==> src/rtl/fifosync_reader.sv <==
// ---------------------------------------------------------------------------
// fifosync_reader
//
// Read-side adapter for the synchronous FIFO. It issues FIFO reads, absorbs
// the one-cycle read latency in a 3-entry buffer, and presents the data as a
// valid/ready stream framed into bursts of BURST beats.
//
// Parameters
//   DW     data width, must match the attached FIFO
//   BURST  beats per burst (>= 1); out_last marks beat BURST-1
//
// Ports
//   clk            clock, rising edge
//   rst            synchronous active-high reset
//   fifo_rd_en     read request to the FIFO
//   fifo_rd_data   FIFO read data, valid with fifo_rd_valid
//   fifo_rd_valid  FIFO read strobe, one cycle after an accepted read
//   fifo_empty     FIFO empty flag
//   out_valid      output beat available
//   out_ready      consumer accepts the beat when out_valid && out_ready
//   out_data       head-of-buffer data
//   out_last       final beat of the current burst, qualified by out_valid
//   level          buffer occupancy, 0..3
// ---------------------------------------------------------------------------
module fifosync_reader #(
  parameter int DW    = 16,
  parameter int BURST = 4
) (
  input  logic          clk,
  input  logic          rst,
  output logic          fifo_rd_en,
  input  logic [DW-1:0] fifo_rd_data,
  input  logic          fifo_rd_valid,
  input  logic          fifo_empty,
  output logic          out_valid,
  input  logic          out_ready,
  output logic [DW-1:0] out_data,
  output logic          out_last,
  output logic [1:0]    level
);

  localparam int BCW = (BURST > 1) ? $clog2(BURST) : 1;
  localparam logic [BCW-1:0] LAST_BEAT = BCW'(BURST - 1);
  localparam int DEPTH = 3;

  // Pointer state; pointers only take the values 0, 1, 2.
  logic [1:0]     head_reg, head_next;
  logic [1:0]     tail_reg, tail_next;
  logic [1:0]     occ_reg, occ_next;
  logic           inflight_reg;
  logic [BCW-1:0] beat_cnt_reg, beat_cnt_next;

  logic capture;
  logic pop;
  logic [2:0] committed;

  // Three-way wrap of a buffer pointer.
  function automatic logic [1:0] ptr_inc(input logic [1:0] p);
    return (p == 2'd2) ? 2'd0 : p + 2'd1;
  endfunction

  // A strobe only counts when we know a read of ours is outstanding; the
  // FIFO's strobe register is not cleared by reset, so a stray strobe right
  // after reset must not land in the buffer.
  assign capture = inflight_reg && fifo_rd_valid;
  assign pop     = out_valid && out_ready;

  // Slots already holding data plus the one that will arrive next cycle.
  // Counting the outstanding read keeps the buffer from overflowing, and the
  // decision uses registered state only so out_ready never reaches rd_en.
  assign committed  = {1'b0, occ_reg} + {2'b00, inflight_reg};
  assign fifo_rd_en = !rst && !fifo_empty && (committed < 3'd3);

  // ---------------------------------------------------------------------
  // Buffer storage: one register per entry, written at the tail on capture.
  // ---------------------------------------------------------------------
  genvar gi;
  generate
    for (gi = 0; gi < DEPTH; gi++) begin : g_entry
      logic [DW-1:0] data_reg;

      always_ff @(posedge clk) begin
        if (rst) begin
          data_reg <= '0;
        end else if (capture && (tail_reg == 2'(gi))) begin
          data_reg <= fifo_rd_data;
        end
      end
    end
  endgenerate

  // Head-of-buffer read mux.
  always_comb begin
    out_data = g_entry[0].data_reg;
    case (head_reg)
      2'd1:    out_data = g_entry[1].data_reg;
      2'd2:    out_data = g_entry[2].data_reg;
      default: out_data = g_entry[0].data_reg;
    endcase
  end

  // ---------------------------------------------------------------------
  // Pointer, occupancy and burst-framing next-state logic.
  // ---------------------------------------------------------------------
  always_comb begin
    head_next     = head_reg;
    tail_next     = tail_reg;
    occ_next      = occ_reg;
    beat_cnt_next = beat_cnt_reg;

    if (capture) begin
      tail_next = ptr_inc(tail_reg);
    end

    if (pop) begin
      head_next = ptr_inc(head_reg);
      if (beat_cnt_reg == LAST_BEAT) begin
        beat_cnt_next = '0;
      end else begin
        beat_cnt_next = beat_cnt_reg + BCW'(1);
      end
    end

    // Capture and pop together leave the occupancy unchanged.
    case ({capture, pop})
      2'b10:   occ_next = occ_reg + 2'd1;
      2'b01:   occ_next = occ_reg - 2'd1;
      default: occ_next = occ_reg;
    endcase
  end

  always_ff @(posedge clk) begin
    if (rst) begin
      head_reg     <= 2'd0;
      tail_reg     <= 2'd0;
      occ_reg      <= 2'd0;
      inflight_reg <= 1'b0;
      beat_cnt_reg <= '0;
    end else begin
      head_reg     <= head_next;
      tail_reg     <= tail_next;
      occ_reg      <= occ_next;
      inflight_reg <= fifo_rd_en;
      beat_cnt_reg <= beat_cnt_next;
    end
  end

  // ---------------------------------------------------------------------
  // Outputs
  // ---------------------------------------------------------------------
  assign out_valid = (occ_reg != 2'd0);
  assign out_last  = out_valid && (beat_cnt_reg == LAST_BEAT);
  assign level     = occ_reg;

endmodule

==> config.mk <==
export PLATFORM = sky130hd
export DESIGN_NAME = fifosync_reader
export DESIGN_NICKNAME = d
export VERILOG_FILES = /design/src/rtl/fifosync_reader.sv
export SDC_FILE = /design/constraint.sdc
export NUM_CORES = 1
export LEC_CHECK = 0
export ABC_AREA = 1
export BUFFER_PORTS_ARGS = -buffer_cell sky130_fd_sc_hd__clkbuf_2
export CORE_MARGIN = 4
export CORE_UTILIZATION = 60
export DETAILED_ROUTE_END_ITERATION = 16
export HOLD_SLACK_MARGIN = 0.06
export PLACE_DENSITY = 0.95
export SYNTH_ARGS = -nofsm -noshare
export SYNTH_HDL_FRONTEND = slang
export SYNTH_SLANG_ARGS = --single-unit
==> constraint.sdc <==
create_clock -name clk -period 3 [get_ports clk]
set_input_delay 0.6 -clock clk [delete_from_list [all_inputs] [get_ports clk]]
set_output_delay 0.6 -clock clk [all_outputs]
set_load 0.005 [all_outputs]
# Word level (Yosys, flattened, before mapping)
# Cells that the tools add are included.
# op_classes
shifts,0
div_mod_pow,0
addsub,6
eq_ne,7
reduce_logical,13
n_lt_le_gt_ge,1
n_mux,5
multipliers,0
bitwise_logic,0
# op_table
operator,n
one-hot mux 16 bit (2 select lines),1
adder 2 x 1 -> 2 bit (second input constant),4
== test 2 bit (second input constant),4
logical AND 1 bit,8
== test 2 x 1 -> 1 bit (second input constant),3
2-to-1 mux 2 bit,3
one-hot mux 2 bit (2 select lines),1
nonzero test 2 bit,2
adder 2 x 1 -> 3 bit,1
less-than comparator 3 x 2 -> 1 bit (second input constant),1
logical NOT 1 bit,2
logical NOT 2 bit,1
subtractor 2 x 1 -> 2 bit (second input constant),1
# word_totals
mem_bits_rw,0
memories,0
regBits,57
out_inout_bits,21
in_bits,21
mem_bits_ro,0
latchBits,0

# Logic depth before layout (Yosys ltp)
# depth
depth_word,4
depth_mapped,10
depth_no_buf,10

# Worst setup path after synthesis
# No wires, ideal clock.
# synth_path
path_type,reg2out
startpoint,register head_reg[0]
endpoint,output out_data[10]
required_ns,2.400
path_stages_with_launch,7
slack_ns,1.132
t_arrival_ns,1.268
cell_sequence,dfxtp_1 > inv_1 > ha_1 > clkbuf_1 > clkbuf_1 > nand2_1 > a31oi_1
# synth_between
elab_chain_len,2
# synth_lines
item,line,rtl
from (decl),47,"logic [1:0] head_reg, head_next;"
from (signal assigned),140,head_reg <= head_next;
== test 2 bit / == test 2 x 1 -> 1 bit (equally long branches),95,case (head_reg)
one-hot mux 16 bit (2 select lines) *,95,
to (decl),37,"output logic [DW-1:0] out_data,"
# Every way passes the cells marked *; elsewhere a longest branch is shown, timed or not.

# Worst setup path in the final report
# layout_path
startpoint,register head_reg[0]
endpoint,output out_data[14]
# Same word-level chain as after synthesis.

==> results_dict.tcl <==
set metrics [dict create \
    async_reset_ff_frac 0 \
    fill_cells 326 \
    status "finished, final reports clean" \
    crit_chain "inv_1, ha_1, nand2_1, a31oi_1, clkbuf_2" \
    finalMaxSlewViolations 0 \
    hold-worst-slack_ns 0.467 \
    ys_ff_latch 57 \
    startpoint "head_reg[0]" \
    r2r_end "g_entry[0].data_reg[8]" \
    fmax_mhz 397 \
    final_util 0.698 \
    cp.buffers_inverters 2 \
    cts_max_level 3 \
    min_period_ns 2.52 \
    final.setup.tns_ns 0 \
    drc 0 \
    wl_met2_um 3100 \
    cpMaxStageDelayCell "ha_1" \
    layout.nets 458 \
    ys_warn_count 0 \
    p_switching_uw 502 \
    finalNonFillerCells 486 \
    cts_root_buf "clkbuf_8" \
    via_per_inst 5.45 \
    intPower_mw 1.24 \
    slew_headroom 0.535 \
    die_w_um 74.9 \
    antenna_found_initial 0 \
    synthTopCellsByCount "nor2_1 (117), nand2_1 (73), dfxtp_1 (57), nand3_1 (32), inv_1 (24)" \
    r2r_slack_ns 1.17 \
    core-area_um2 4350 \
    grt_setup_unrepaired "false" \
    drt-met1-wl_um 2510 \
    finClkSkew_ns 0.00587 \
    grt_pass1_vias 2440 \
    synth.cell_area_um2 2690 \
    wl_met3_um 502 \
    fin_area_um2 3040 \
    dr.max_layer_used "met4" \
    critPathKind "reg2out" \
    sequentialPowerShare 0.460 \
    tightest_slew_ns 0.696 \
    drv_cap 0 \
    r2r.worst_path.cells 6 \
    clkSinkCount 57 \
    cp_top_family "adder cells" \
    dieHeight_um 74.9 \
    max_stage_delay_ns 0.59 \
    floorplan.initialDensity 0.617 \
    crit_cells 5 \
    ys_types 26 \
    synth_cells 396 \
    ir_drop_mv 0.473 \
    rows 24 \
    p_sw_frac 0.288 \
    post_cts_buffers 0 \
    dp.cells 470 \
    synth.largest_area_cell "dfxtp_1" \
    cts_resized 0 \
    r2r-start "inflight_reg" \
    firstDrtPassIters 5 \
    detail-route-antenna-nets 0 \
    final.period_utilization 0.839 \
    n_antenna_cell 0 \
    num_io_pins 42 \
    grt_usage 0.248 \
    p_leak_nw 1.34 \
    synth-edff-count 0 \
    hold_class "reg2reg" \
    die-area_um2 5610 \
    drt_iter0_drc 264 \
    endpoint "out_data[14]" \
    final-setup-viol-count 0 \
    p_comb_frac 0.177 \
    gp_congestion 0.741 \
    dpl.hpwl_um 3970 \
    areaGrowthSynthToFinish_pct 13.2 \
    synth.net_count 425 \
    largest_register_ffs 48 \
    avgSynthCellArea_um2 6.78 \
    wl_per_cell_um 12.9 \
    powerDensity_nw_per_um2 574 \
    cts_tree "built" \
    hold_viol 0 \
    clock_path_buffers 2 \
    drive_above_1_share 0.173 \
    clk_pin_slew_ns 0.06 \
    cts_made_buffers 9 \
    required_ns 2.40 \
    wl_um 6260 \
    vias 2648 \
    postCtsHoldBufs 0 \
    grt_max_degree 46 \
    setup_slack_ns 0.482 \
    placed_cell_area_um2 2870 \
    critPathLaunchType "flop" \
    grt_overflow_total 0 \
    port_buffers 41 \
    grt_pass1_wl_um 10600 \
    synth-main-ff-cell "dfxtp_1" \
    p_total_mw 1.74 \
    pre_cts_slack_ns 0.868 \
    yosysSeqAreaShare 0.425 \
    critPathMaxFanout 16 \
    end_kind "output pin" \
    clock_power_share 0.363 \
    clock_latency_ns 0.33 \
    synth_top_area_frac 0.425 \
    critical_path_arrival_ns 1.92 \
    yosysMostFrequentCell "nor2_1" \
    synthTopCellsByArea "dfxtp_1 (42%), nor2_1 (16%), nand2_1 (10%), nand3_1 (6.0%), o21ai_0 (3.9%)" \
]
[worst register-to-register path, delay by kind of cell (launching register included)]
family / cells / cell delay (ns)
buf+inv: 2 / 0.77
simple gates: 4 / 0.66
flops: 1 / 0.34
[power by group through the flow]
stage / Clock [mW] / Sequential, mW / Combinational [mW]
finish: 0.633 / 0.803 / 0.308
global route: 0.665 / 0.806 / 0.352
CTS: 0.637 / 0.802 / 0.309
detailed placement: 0 / 0.818 / 0.306
global placement: 0 / 0.818 / 0.295
floorplan: 0 / 0.815 / 0.193
[area by class of cell]
cell class | count | area (um^2) | area share
multi-input combinational | 289 | 1330 | 0.437
sequential | 57 | 1140 | 0.375
timing repair buffer | 43 | 220 | 0.0724
clock buffer | 13 | 159 | 0.0523
inverter | 29 | 110 | 0.0362
tap | 52 | 65.1 | 0.0214
clock inverter | 3 | 15.0 | 0.00494
[cell usage in the layout (no fill, tap or decap)]
| cell type | instances |
|---|---|
| nor2_4 | 1 |
| nand3_1 | 32 |
| nor2_2 | 10 |
| nor2_1 | 117 |
| nand2_2 | 2 |
| nand2_1 | 73 |
| clkbuf_2 | 41 |
| clkbuf_1 | 2 |
| inv_1 | 24 |
| o21a_1 | 1 |
| clkinv_2 | 4 |
| a31oi_1 | 16 |
| ha_1 | 8 |
| a21oi_1 | 3 |
| nand4_1 | 1 |
| nor3_1 | 1 |
| clkbuf_8 | 11 |
| a21boi_0 | 2 |
| nor3_4 | 1 |
| clkinv_1 | 1 |
| buf_4 | 2 |
| o21ai_0 | 21 |
| inv_2 | 3 |
| dfxtp_1 | 57 |
[cells by family after synthesis]
| kind of cell | count (synthesis) | share of synthesized area |
|---|---|---|
| AO/OA/AOI/OAI | 43 | 0.0904 |
| adder cells (fa/ha/maj) | 8 | 0.0373 |
| buffers and inverters | 50 | 0.0797 |
| flip-flops | 57 | 0.425 |
| AND/OR/NAND/NOR | 238 | 0.368 |
[routing by layer]
metal	up-vias	GRT usage
li1	1310	-
met1	1196	0.299
met2	122	0.417
met3	20	0.0507
met4	0	0.125
met5	-	0
[how the worst min path moves through the flow]
stage,cells past startpoint,endpoint,slack (ns),from
final,2,g_entry[1].data_reg[7],0.47,g_entry[1].data_reg[7]
after floorplan,2,g_entry[1].data_reg[1],0.44,g_entry[1].data_reg[1]
after detailed placement,2,g_entry[1].data_reg[7],0.45,g_entry[1].data_reg[7]
after global placement,2,g_entry[1].data_reg[13],0.45,g_entry[1].data_reg[13]
after global routing,2,tail_reg[0],0.49,rst
after CTS,2,g_entry[1].data_reg[7],0.47,g_entry[1].data_reg[7]
Power figures use the tool's default switching activity.
